## src/rtl/clk_rst_pkg.sv

```systemverilog
// Shared state encodings and width limits for the clock/reset sequencer.
// Latency: n/a. Backpressure: n/a.
`timescale 1ns/1ps
package clk_rst_pkg;

  localparam int MAX_RST     = 8;
  localparam int RST_IDX_W   = $clog2(MAX_RST);
  localparam int SYNC_STAGES = 2;

  typedef enum logic [1:0] {
    ST_WAIT_LOCK = 2'd0,
    ST_HOLDOFF   = 2'd1,
    ST_RELEASE   = 2'd2,
    ST_RUN       = 2'd3
  } seq_state_t;

endpackage

```

## src/rtl/sync_bits.sv

```systemverilog
// Per-bit multi-flop synchroniser for independent quasi-static async inputs.
// Latency: STAGES bus_clk cycles. Backpressure: none.
`timescale 1ns/1ps
module sync_bits #(
  parameter int WIDTH  = 1,
  parameter int STAGES = 2
) (
  input  logic             bus_clk,
  input  logic             reset_global,
  input  logic [WIDTH-1:0] din,
  output logic [WIDTH-1:0] dout
);

  logic [WIDTH-1:0] stage_q [STAGES];

  always_ff @(posedge bus_clk or posedge reset_global) begin
    if (reset_global) begin
      for (int i = 0; i < STAGES; i++) stage_q[i] <= '0;
    end else begin
      stage_q[0] <= din;
      for (int i = 1; i < STAGES; i++) stage_q[i] <= stage_q[i-1];
    end
  end

  assign dout = stage_q[STAGES-1];

endmodule

```

## src/rtl/clk_rst_sequencer.sv

```systemverilog
// Waits for PLL locks, holds off, then releases domain resets in ascending order.
// Latency: 3 + (holdoff_cfg+1) + (NUM_RST-1)*(stagger_cfg+1) + 1 cycles to RUN. Backpressure: none.
`timescale 1ns/1ps
module clk_rst_sequencer
  import clk_rst_pkg::*;
#(
  parameter int NUM_RST   = 3,
  parameter int NUM_LOCKS = 1,
  parameter int HOLDOFF_W = 16,
  parameter int STAGGER_W = 8
) (
  input  logic                 bus_clk,
  input  logic                 reset_global,
  input  logic [NUM_LOCKS-1:0] locked,
  input  logic [NUM_LOCKS-1:0] lock_mask,
  input  logic [HOLDOFF_W-1:0] holdoff_cfg,
  input  logic [STAGGER_W-1:0] stagger_cfg,
  input  logic                 sw_rst_req,
  input  logic                 lock_lost_clr,
  output logic [NUM_RST-1:0]   rst_out,
  output logic                 clocks_ready,
  output logic                 lock_lost,
  output logic [1:0]           state
);

  localparam logic [RST_IDX_W-1:0] LAST_IDX = RST_IDX_W'(NUM_RST - 1);

  logic [NUM_LOCKS-1:0] locked_sync;
  logic                 all_locked;
  logic                 lock_drop;
  seq_state_t           cur_st;
  logic [HOLDOFF_W-1:0] hold_cnt;
  logic [STAGGER_W-1:0] stag_cnt;
  logic [RST_IDX_W-1:0] rel_idx;

  sync_bits #(
    .WIDTH  (NUM_LOCKS),
    .STAGES (SYNC_STAGES)
  ) u_lock_sync (
    .bus_clk      (bus_clk),
    .reset_global (reset_global),
    .din          (locked),
    .dout         (locked_sync)
  );

  assign all_locked = &(locked_sync | lock_mask);
  assign lock_drop  = (cur_st != ST_WAIT_LOCK) && !all_locked;

  // Counters compare before incrementing, so an all-ones config never wraps.
  always_ff @(posedge bus_clk or posedge reset_global) begin
    if (reset_global) begin
      cur_st       <= ST_WAIT_LOCK;
      rst_out      <= '1;
      clocks_ready <= 1'b0;
      lock_lost    <= 1'b0;
      hold_cnt     <= '0;
      stag_cnt     <= '0;
      rel_idx      <= '0;
    end else begin
      if (lock_drop)          lock_lost <= 1'b1;
      else if (lock_lost_clr) lock_lost <= 1'b0;

      if (lock_drop) begin
        cur_st       <= ST_WAIT_LOCK;
        rst_out      <= '1;
        clocks_ready <= 1'b0;
      end else if (sw_rst_req && cur_st != ST_WAIT_LOCK) begin
        cur_st       <= ST_HOLDOFF;
        hold_cnt     <= '0;
        rst_out      <= '1;
        clocks_ready <= 1'b0;
      end else begin
        case (cur_st)
          ST_WAIT_LOCK: begin
            if (all_locked) begin
              cur_st   <= ST_HOLDOFF;
              hold_cnt <= '0;
            end
          end
          ST_HOLDOFF: begin
            // rst_out is all ones here; shifting in a zero releases bit 0 first.
            if (hold_cnt == holdoff_cfg) begin
              cur_st   <= ST_RELEASE;
              rel_idx  <= '0;
              stag_cnt <= '0;
              rst_out  <= rst_out << 1;
            end else begin
              hold_cnt <= hold_cnt + HOLDOFF_W'(1);
            end
          end
          ST_RELEASE: begin
            if (rel_idx == LAST_IDX) begin
              cur_st       <= ST_RUN;
              clocks_ready <= 1'b1;
            end else if (stag_cnt == stagger_cfg) begin
              rel_idx  <= rel_idx + RST_IDX_W'(1);
              stag_cnt <= '0;
              rst_out  <= rst_out << 1;
            end else begin
              stag_cnt <= stag_cnt + STAGGER_W'(1);
            end
          end
          ST_RUN: begin
            rst_out      <= '0;
            clocks_ready <= 1'b1;
          end
          default: cur_st <= ST_WAIT_LOCK;
        endcase
      end
    end
  end

  assign state = cur_st;

endmodule

```

## config.mk

```make
export PLATFORM = sky130hd
export DESIGN_NAME = clk_rst_sequencer
export DESIGN_NICKNAME = d
export VERILOG_FILES = /design/src/rtl/clk_rst_pkg.sv /design/src/rtl/sync_bits.sv /design/src/rtl/clk_rst_sequencer.sv
export SDC_FILE = /design/constraint.sdc
export NUM_CORES = 1
export LEC_CHECK = 0
export CAP_MARGIN = 10
export CORE_ASPECT_RATIO = 0.7
export CORE_MARGIN = 3
export CORE_UTILIZATION = 45
export DETAILED_ROUTE_END_ITERATION = 10
export GPL_ROUTABILITY_DRIVEN = 0
export PLACE_DENSITY = 0.71
export REMOVE_ABC_BUFFERS = 1
export SLEW_MARGIN = 20
export SYNTH_ARGS = -nofsm -noshare
export SYNTH_HDL_FRONTEND = slang
export SYNTH_SLANG_ARGS = --single-unit
```

## constraint.sdc

```tcl
create_clock -name bus_clk -period 1.9 [get_ports bus_clk]
set_input_delay 0.38 -clock bus_clk [delete_from_list [all_inputs] [get_ports bus_clk]]
set_output_delay 0.38 -clock bus_clk [all_outputs]
set_load 0.005 [all_outputs]
```

==> results of run 1 <==
[per-stage QoR]
step	instance area [um^2]	utilization	total power, mW	worst slack [ps]	std cells
4_1_cts	3470	0.703	3.39	-209	417
3_3_place_gp	3170	0.643	2.52	-564	401
6_report	3570	0.722	3.45	-230	418
5_1_grt	3570	0.722	3.67	-285	418
2_1_floorplan	2330	-	1.82	-244	245
3_5_place_dp	3170	0.643	2.57	-644	401
[sequential cells by signal, indices dropped and copies added (netlist names)]
register,flops
clocks_ready,1
u_lock_sync.dout,1
rst_out,3
hold_cnt,16
u_lock_sync.stage_q,1
rel_idx,3
stag_cnt,8
state,2
lock_lost,1
[cell type report]
cell class              count  area, um^2  area share
repair buffers             96         842       0.236
multi-input cells         196        1610       0.450
flip-flops and latches     36         905       0.254
clock buffers               8        80.1      0.0224
well taps                  69        86.3      0.0242
inverters                  13        48.8      0.0137
[kinds of logic (layout without fill, tap and decap cells)]
family | count (synthesis) | in the layout
multiplexers | 3 | 3
flip-flops | 36 | 36
AND/OR/NAND/NOR | 100 | 100
adder cells (fa/ha/maj) | 10 | 10
AO/OA/AOI/OAI | 58 | 58
XOR/XNOR | 25 | 25
buffers and inverters | 20 | 117
[per-layer routing]
layer  vias to the layer above  share of wire  track usage
met2                       102           0.44        0.352
met4                         0          0.022       0.0750
li1                       1090              -            -
met5                         -              0            0
met3                        19          0.077       0.0463
met1                      1086           0.46        0.312
[how the worst max path moves through the flow]
stage	end	slack, ps	cells past startpoint
CTS	state[0]$_DFFE_PP0P_	-210	6
global placement	state[0]$_DFFE_PP0P_	-560	7
detailed placement	state[0]$_DFFE_PP0P_	-640	7
finish	state[0]$_DFFE_PP0P_	-230	7
global route	state[0]$_DFFE_PP0P_	-280	6
floorplan	hold_cnt[14]$_DFFE_PP0P_	-240	7
[power by group through the flow]
| stage | Combinational [mW] | Clock (mW) | Sequential [mW] |
|---|---|---|---|
| 2_1_floorplan | 0.822 | 0 | 1.00 |
| 3_3_place_gp | 1.53 | 0 | 0.986 |
| 3_5_place_dp | 1.58 | 0 | 0.990 |
| 4_1_cts | 1.86 | 0.543 | 0.986 |
| 5_1_grt | 2.10 | 0.571 | 1.00 |
| 6_report | 1.94 | 0.528 | 0.986 |
[critical path, cell delays in order]
cell and delay [ps]:
clkdlybuf4s50_1 440, xor2_2 170, nor4_4 270, a41o_2 300
o31ai_4 90, a221oi_2 290, mux2_1 350
[what timing repair did]
item                       CTS  global route
hold buffers                 0             0
setup endpoints to repair   29            32
resized for setup           41            18
pin swaps                   18            10
cloned                       1             0
setup buffers                7             1
[placed cells by master, fill, tap and decap left out, types with 4 or more instances in the layout]
master	synthesis	layout
o31ai_4	0	4
o21ai_0	13	7
inv_1	13	13
clkdlybuf4s50_1	0	26
buf_6	2	5
o21ai_2	1	4
nor4_4	4	4
dfrtp_1	33	33
clkbuf_8	0	5
and4_1	4	4
nor3_1	5	5
nor2_1	17	15
nor2b_1	5	5
ha_1	10	9
o31ai_1	6	4
a21oi_1	5	5
dlygate4sd2_1	0	10
o21ai_1	12	12
xnor2_1	9	9
buf_4	0	53
xor2_2	0	13
nand3_1	17	16
nand2_1	21	21
nand4_1	6	6
==> run metrics, run 1 <==
CP Capture Type=flip-flop; simple-gate area share of the yosys netlist=0.253; unrepaired setup endpoints after global routing=yes; I/O Buffers=36; initial antenna violation count=0; Clock Power Share=0.153; share of layout cells above drive strength 1=0.324; WL final=between 6000 and 7000 um; H-tree depth=2; full die area=around 6200 um^2; first-pass GRT wire length=10800 um; switching pwr=1.33 mW; CTS Sinks=36; Hold WC Path Type=flip-flop to flip-flop; Final HPWL DP=between 4000 and 5000 um; violated checks=setup timing; area share of the largest cell type after synthesis=0.347; outcome=complete, but fails checks; setup_tns=-3750 ps; P_int=2.12 mW; Post-layout nets=around 390; Sequential Power Share=0.286; top_reg_cell synth=dfrtp_1; # IOs=37; sw frac=0.385; pwr/cell area=between 900 and 1000 nW/um^2; startpoint types=primary input; Fill cells=368; endpoints failing hold=0; insertion delay to the later sink of the worst-skew pair=slightly below 300 ps; Post-synth EDFFs=0; Avg Inst Size Synth=about 9.4 um^2; Synth Warn #=0; mean routed wirelength per cell=15.8 um; DR DRC count=0; TritonCTS clock tree=built; pins over their slew limit=0; DRT iter0 DRCs=roughly 180; Unique masters post-synth=48; floorplan row count=21; Synth area leader=dfrtp_1; Routed Antenna Nets=0; via count=~2300; number of diodes=0; Worst Hold End=u_lock_sync.dout$_DFF_PP0_; sequential area share after synthesis=0.381; FF-to-FF End=state[0]$_DFFE_PP0P_; top post-synthesis cells by count=33 x dfrtp_1, 21 x nand2_1, 17 x nand3_1, 17 x nor2_1, 16 x xor2_1; Layout Skew=between 8 and 9 ps; Adder-Cell Fraction of Synth Area=0.0526; worst vdd ir=approximately 0.00066 V; critical path class=primary input to flip-flop; crit path max fanout=2; Post-Synthesis Cells=approximately 250; R2R setup slack=-220 ps; Pre-antenna DRT Iters=5; Post-synth ARST share=1.00; Tot GR Track Use=0.225; vias per inst=approximately 5.5; Tcrit/Tclk final=1.12; minimum clock period=around 2100 ps; Max Fclk=approximately 0.47 GHz; Yosys reg bits=36; Comb power frac=0.562; top cells by area, synth=dfrtp_1 35%, xor2_1 5.9%, ha_1 5.3%, nand3_1 3.6%, nor4_4 3.6%; largest net degree at the start of global routing=27; hold slack=approximately 360 ps; Initial Util=0.481; largest family of logic cells by synthesized area=simple AND/OR/NAND/NOR gates; most frequent cell after synthesis=dfrtp_1; HP Start=u_lock_sync.stage_q[1]$_DFF_PP0_; Post-Syn Area=approximately 2400 um^2; hold depth=0; compound-cell area share of the yosys netlist=0.169; FF-to-FF Start=hold_cnt[1]$_DFFE_PP0P_; Die Span X=approximately 93 um; cts bufs inserted=5; Worst slew margin=0.684; setup violators final=30; die height=66.8 um; vias in the first global route=2233; arrival time at the worst endpoint=approximately 2300 ps; Worst setup startpoint=holdoff_cfg[7]; Worst Max-Slew Pin Slew=between 400 and 500 ps; LEAKAGE=1.56 nW; r2r worst-path depth=6; clk buf depth=2; worst endpoint required time=just over 2000 ps; Final WS setup=-230 ps; GRT overflow=0; total core area=roughly 4900 um^2; CTS root buffer=clkbuf_8; Max Cap Viol=0; mux contribution to synthesized area=0.0132; Synth Area in XOR/XNOR=0.0921; clock-pin slew on the worst setup and hold paths=70 ps; Area growth syn-to-layout=50.1%
Power figures use the tool's default switching activity.
==> run 2: changes to the inputs <==
--- a/config.mk
+++ b/config.mk
@@ -11,7 +11,8 @@
 export CORE_UTILIZATION = 45
 export DETAILED_ROUTE_END_ITERATION = 10
 export GPL_ROUTABILITY_DRIVEN = 0
-export PLACE_DENSITY = 0.71
+export HOLD_SLACK_MARGIN = 0.03
+export PLACE_DENSITY = 0.69
 export REMOVE_ABC_BUFFERS = 1
 export SLEW_MARGIN = 20
 export SYNTH_ARGS = -nofsm -noshare
==> constraint.sdc (replaced) <==
create_clock -name bus_clk -period 2.3 [get_ports bus_clk]
set_input_delay 0.46 -clock bus_clk [delete_from_list [all_inputs] [get_ports bus_clk]]
set_output_delay 0.46 -clock bus_clk [all_outputs]
set_load 0.005 [all_outputs]
==> run 2 against run 1 <==
  * The run now ends clean
  * Global-route usage decreased by 2.8 points
  * Register-to-register slack improved by 280 ps
  * Count of clock-buffer cells in the layout unchanged
  * Critical path depth decreased by 1
==> run metrics, run 2 (synthesis gave the netlist of run 1 again) <==
delay-heaviest family, CP=compound AO/OA/AOI/OAI gates (unchanged); CTS root buffer=clkbuf_8 (unchanged); I/O Buffers=36 (unchanged); vias in the first global route=1943 (was 2233); most common cell after layout, fill and taps aside=clkdlybuf4s50_1 (was buf_4); Routed Antenna Nets=0 (unchanged); endpoints failing hold=0 (unchanged); pwr/cell area=825 nW/um^2 (was 967 nW/um^2); CP Capture Type=flip-flop (unchanged); pins over their slew limit=0 (unchanged); Top reg by flops=hold_cnt (unchanged); setup violators final=0 (was 30); DRT iter0 DRCs=94 (was 178); placed cells=372 (was 401); Hold WC Path Type=flip-flop to flip-flop (unchanged); crit path max fanout=6 (was 2); GRT overflow=0 (unchanged); H-tree depth=2 (unchanged); fin util=0.626 (was 0.722); clk buf depth=2 (unchanged); mean routed wirelength per cell=14.7 um (was 15.8 um); share of layout cells above drive strength 1=0.169 (was 0.324); cts hold-fix bufs=0 (unchanged); Pre-antenna DRT Iters=4 (was 5); full die area=6200 um^2 (unchanged); hold slack=354 ps (was 358 ps); Final HPWL DP=4150 um (was 4820 um); total power=2.55 mW (was 3.45 mW); slowest stage delay, CP=490 ps (was 440 ps); DR DRC count=0 (unchanged); Initial Util=0.481 (unchanged); Worst slew margin=0.689 (was 0.684); Post-layout nets=353 (was 388); Post-Place Setup Slack=-315 ps (was -644 ps); LEAKAGE=1.35 nW (was 1.56 nW); number of diodes=0 (unchanged); Regs by FF count=hold_cnt: 16 flops, stag_cnt: 8 flops (unchanged); Tot GR Track Use=0.197 (was 0.225); CTS Sinks=36 (unchanged); worst endpoint required time=2480 ps (was 2070 ps); # IOs=37 (unchanged); cts bufs inserted=5 (unchanged); vias per inst=5.43 (was 5.50); Area growth syn-to-layout=30.0% (was 50.1%); initial antenna violation count=0 (unchanged); arrival time at the worst endpoint=2430 ps (was 2300 ps); Max Cap Viol=0 (unchanged); CP cell instances=xor2_2, nor4_4, a41o_2, o31ai_4, a221oi_2, mux2_1 (was clkdlybuf4s50_1, xor2_2, nor4_4, a41o_2, o31ai_4, a221oi_2, mux2_1); post-route cell area=3090 um^2 (was 3570 um^2); critical path class=flip-flop to flip-flop (was primary input to flip-flop); Tcrit/Tclk final=0.976; worst vdd ir=0.000537 V (was 0.000663 V); die height=66.8 um (unchanged); outcome=complete, no violations (was complete, but fails checks); insertion delay to the later sink of the worst-skew pair=290 ps (about the same); most frequent cells in the layout=34 x clkdlybuf4s50_1, 33 x dfrtp_1, 25 x buf_4 (was 53 x buf_4, 33 x dfrtp_1, 26 x clkdlybuf4s50_1); minimum clock period=2240 ps; Worst Max-Slew Pin Slew=467 ps (was 473 ps); setup_tns=0 ps (was -3750 ps); Largest register FFs=16 (unchanged); startpoint types=flip-flop (was primary input); Die Span X=92.9 um (unchanged); Final WS setup=55.9 ps (was -230 ps); clock-pin slew on the worst setup and hold paths=80 ps (was 70 ps); Layout Skew=5.11 ps (was 8.67 ps); first-pass GRT wire length=9450 um (was 10800 um); TritonCTS clock tree=built (unchanged); Max Fclk=around 0.45 GHz; critical path buffer and inverter count=0 (was 1); via count=2078 (was 2297); Placed Area=2940 um^2 (was 3170 um^2); floorplan row count=21 (unchanged); slowest CP cell=dfrtp_1 (was clkdlybuf4s50_1); largest net degree at the start of global routing=37 (was 27); WL final=5620 um (was 6590 um); Final Non-Filler Cells=383 (was 418); total core area=4940 um^2 (unchanged)
==> run 2: changes by cell type in the layout (fill, tap and decap cells not counted), moves of 5 or more <==
cell             before  now
buf_4                53   25
dlygate4sd2_1        10    0
o21ai_0               7   13
buf_6                 5    0
clkdlybuf4s50_1      26   34
xor2_2               13    2
xor2_1                3   14
==> run 2: worst paths after layout <==
| check | from | slack, ps | depth (start not counted) | end |
|---|---|---|---|---|
| worst max-delay path | hold_cnt[10]$_DFFE_PP0P_ | 60 | 6 | state[0]$_DFFE_PP0P_ |
| worst min-delay path | u_lock_sync.stage_q[1]$_DFF_PP0_ | 350 | 0 | u_lock_sync.dout$_DFF_PP0_ |
| worst max register to register | hold_cnt[10]$_DFFE_PP0P_ | 60 | 6 | state[0]$_DFFE_PP0P_ |
| worst min register to register | u_lock_sync.stage_q[1]$_DFF_PP0_ | 350 | 0 | u_lock_sync.dout$_DFF_PP0_ |
| max in group asynchronous | reset_global | 1380 | 3 | rst_out[1]$_DFFE_PP1P_ |
| min in group asynchronous | reset_global | 570 | 3 | hold_cnt[13]$_DFFE_PP0P_ |
==> run 2: power breakdown <==
part	switching [mW]	leakage, nW	total (mW)	internal (mW)
Sequential	0.0849	0.481	0.824	0.739
Clock	0.240	0.0455	0.484	0.245
Combinational	0.656	0.823	1.24	0.587
Total	0.980	1.35	2.55	1.57
==> run 2: area by class of cell <==
cell class / instances / area, um^2
Tap cell: 69 / 86.3
Multi-Input combinational cell: 196 / 1410
Inverter: 13 / 48.8
Fill cell: 450 / 1850
Sequential cell: 36 / 905
Timing Repair Buffer: 61 / 553
Clock buffer: 8 / 90.1
==> run 2: routing by layer <==
| layer | vias to the layer above | global-route usage | wire length [um] |
|---|---|---|---|
| li1 | 1030 | - | - |
| met1 | 987 | 0.291 | 2880 |
| met2 | 54 | 0.280 | 2280 |
| met3 | 7 | 0.0429 | 396 |
| met4 | 0 | 0.0713 | 52 |
| met5 | - | 0 | 0 |
==> run 2: repair_timing <==
item | 4_1_cts | 5_1_grt
setup buffers | 0 | 3
resized for setup | 0 | 6
pin swaps | 2 | 5
hold endpoints to repair | 0 | 0
endpoints found under the setup margin | 1 | 2
==> run 3: changes to the inputs <==
--- a/config.mk
+++ b/config.mk
@@ -13,6 +13,7 @@
 export GPL_ROUTABILITY_DRIVEN = 0
 export HOLD_SLACK_MARGIN = 0.03
 export PLACE_DENSITY = 0.69
+export RECOVER_POWER = 100
 export REMOVE_ABC_BUFFERS = 1
 export SLEW_MARGIN = 20
 export SYNTH_ARGS = -nofsm -noshare
==> run 3 against run 2 <==
  * Utilization down 0.051 points
  * Count of clock-buffer cells in the layout is the same
  * Critical endpoint unchanged
  * Largest power group unchanged
  * Global-route usage did not move
  * Sequential cell count did not move
==> run metrics, run 3 (synthesis gave the netlist of run 1 again) <==
TritonCTS clock tree=built (unchanged); I/O Buffers=36 (unchanged); CTS root buffer=clkbuf_8 (unchanged); setup_tns=0 ps (unchanged); worst vdd ir=0.000524 V (was 0.000537 V); GRT overflow=0 (unchanged); clk buf depth=2 (unchanged); pwr/cell area=821 nW/um^2 (was 825 nW/um^2); Die Span X=92.9 um (unchanged); DR DRC count=0 (unchanged); CTS Sinks=36 (unchanged); r2r worst-path depth=6 (unchanged); # IOs=37 (unchanged); CP Capture Type=flip-flop (unchanged); Comb power frac=0.486 (was 0.487); number of diodes=0 (unchanged); sw frac=0.386 (was 0.384); FF-to-FF Start=hold_cnt[10]$_DFFE_PP0P_ (unchanged); slowest CP cell=dfrtp_1 (unchanged); Layout Skew=5.55 ps (was 5.11 ps); vias per inst=5.41 (was 5.43); via count=2071 (was 2078); startpoint types=flip-flop (unchanged); Largest register FFs=16 (unchanged); Max Fclk=0.446 GHz (about the same); share of layout cells above drive strength 1=0.166 (was 0.169); total core area=4940 um^2 (unchanged); Max Cap Viol=0 (unchanged); HP Start=u_lock_sync.stage_q[1]$_DFF_PP0_ (unchanged); largest net degree at the start of global routing=37 (unchanged); most frequent cells in the layout=33 x dfrtp_1, 27 x clkdlybuf4s50_1, 24 x buf_4 (was 34 x clkdlybuf4s50_1, 33 x dfrtp_1, 25 x buf_4); WL final=5630 um (was 5620 um); Tot GR Track Use=0.197 (unchanged); FF-to-FF End=state[0]$_DFFE_PP0P_ (unchanged); Final Non-Filler Cells=383 (unchanged); placed cells=372 (unchanged); Initial Util=0.481 (unchanged); Regs by FF count=hold_cnt: 16 flops, stag_cnt: 8 flops (unchanged); floorplan row count=21 (unchanged); Clock Power Share=0.191 (was 0.190); mean routed wirelength per cell=14.7 um (about the same); Hold WC Path Type=flip-flop to flip-flop (unchanged); hold depth=0 (unchanged); insertion delay to the later sink of the worst-skew pair=290 ps (about the same); Routed Antenna Nets=0 (unchanged); worst endpoint required time=2480 ps (about the same); Pre-antenna DRT Iters=4 (unchanged); slowest stage delay, CP=490 ps (about the same); H-tree depth=2 (unchanged); LEAKAGE=1.35 nW (about the same); endpoints failing hold=0 (unchanged); P_int=1.56 mW (was 1.57 mW); full die area=6200 um^2 (unchanged); cts bufs inserted=5 (unchanged); arrival time at the worst endpoint=2430 ps (about the same); Sequential Power Share=0.324 (was 0.323); Tcrit/Tclk final=0.975 (was 0.976); Area growth syn-to-layout=29.9% (was 30.0%); Top reg by flops=hold_cnt (unchanged); cts hold-fix bufs=0 (unchanged); critical path class=flip-flop to flip-flop (unchanged); Worst Max-Slew Pin Slew=914 ps (was 467 ps); Worst slew margin=0.391 (was 0.689); crit path max fanout=6 (unchanged); Final HPWL DP=4150 um (unchanged); Post-layout nets=353 (unchanged); clock-pin slew on the worst setup and hold paths=70 ps (was 80 ps); initial antenna violation count=0 (unchanged); vias in the first global route=1943 (unchanged); CP cell instances=xor2_2, nor4_4, a41o_2, o31ai_4, a221oi_2, mux2_1 (unchanged); minimum clock period=2240 ps (about the same); die height=66.8 um (unchanged); R2R setup slack=60 ps (about the same); most common cell after layout, fill and taps aside=dfrtp_1 (was clkdlybuf4s50_1); outcome=complete, no violations (unchanged); setup violators final=0 (unchanged); DRT iter0 DRCs=99 (was 94); Worst Hold End=u_lock_sync.dout$_DFF_PP0_ (unchanged); switching pwr=0.980 mW (about the same); first-pass GRT wire length=9450 um (unchanged); pins over their slew limit=0 (unchanged)
-- run 3: cell count changes in the layout (fill, tap and decap cells not counted), sizes merged --
cell,before,now
clkbuf,8,9
clkdlybuf4s50,34,27
buf,25,24
dlygate4sd3,0,7
-- run 3: layout make-up --
cell class              instances  area, um^2
fillers                       451        1850
repair buffers                 61         551
multi-input cells             196        1410
flip-flops and latches         36         905
clock buffers                   8        90.1
well taps                      69        86.3
inverters                      13        48.8
-- run 3: power groups by stage --
stage,Sequential (mW),Clock [mW],Combinational (mW)
6_report,0.821,0.483,1.23
5_1_grt,0.835,0.517,1.37
4_1_cts,0.822,0.495,1.17
3_5_place_dp,0.830,0,1.16
3_3_place_gp,0.830,0,1.13
2_1_floorplan,0.827,0,0.679
-- run 3: worst max path at each step --
stage	startpoint	endpoint	depth (start not counted)
floorplan	state[0]$_DFFE_PP0P_	hold_cnt[14]$_DFFE_PP0P_	7
global placement	holdoff_cfg[5]	state[0]$_DFFE_PP0P_	7
detailed placement	holdoff_cfg[5]	state[0]$_DFFE_PP0P_	7
CTS	holdoff_cfg[5]	state[0]$_DFFE_PP0P_	7
global route	hold_cnt[10]$_DFFE_PP0P_	state[0]$_DFFE_PP0P_	6
finish	hold_cnt[10]$_DFFE_PP0P_	state[0]$_DFFE_PP0P_	6
-- run 3: metrics by stage --
| stage | setup slack, ps | area, um^2 | total power, mW | hold WS (ps) | utilization |
|---|---|---|---|---|---|
| 2_1_floorplan | 156 | 2330 | 1.51 | 331 | - |
| 3_3_place_gp | -257 | 2940 | 1.96 | 335 | 0.596 |
| 3_5_place_dp | -315 | 2940 | 1.99 | 338 | 0.596 |
| 4_1_cts | 9.56 | 3030 | 2.48 | 355 | 0.614 |
| 5_1_grt | -37.4 | 3090 | 2.72 | 383 | 0.625 |
| 6_report | 56.7 | 3090 | 2.54 | 353 | 0.625 |
-- run 3: worst max-delay path: cells and delay by family, from the launching register on --
| family | cells | cell delay, ps |
|---|---|---|
| xor gates and xnor gates | 1 | 230 |
| AOI/OAI and AO/OA | 3 | 720 |
| DFF | 1 | 490 |
| muxes | 1 | 340 |
| and+or+nand+nor | 1 | 350 |
-- run 3: per-layer routing --
| layer | global-route usage | wire (um) |
|---|---|---|
| met5 | 0 | 0 |
| met1 | 0.291 | 2850 |
| met3 | 0.0429 | 417 |
| met2 | 0.280 | 2290 |
| met4 | 0.0713 | 73 |
-- run 3: timing repair --
| item | 4_1_cts | 5_1_grt |
|---|---|---|
| pin swaps | 2 | 5 |
| gates cloned | 0 | 0 |
| hold endpoints to repair | 0 | 0 |
| setup buffers | 0 | 3 |
| resized for setup | 0 | 6 |
| setup endpoints to repair | 1 | 2 |
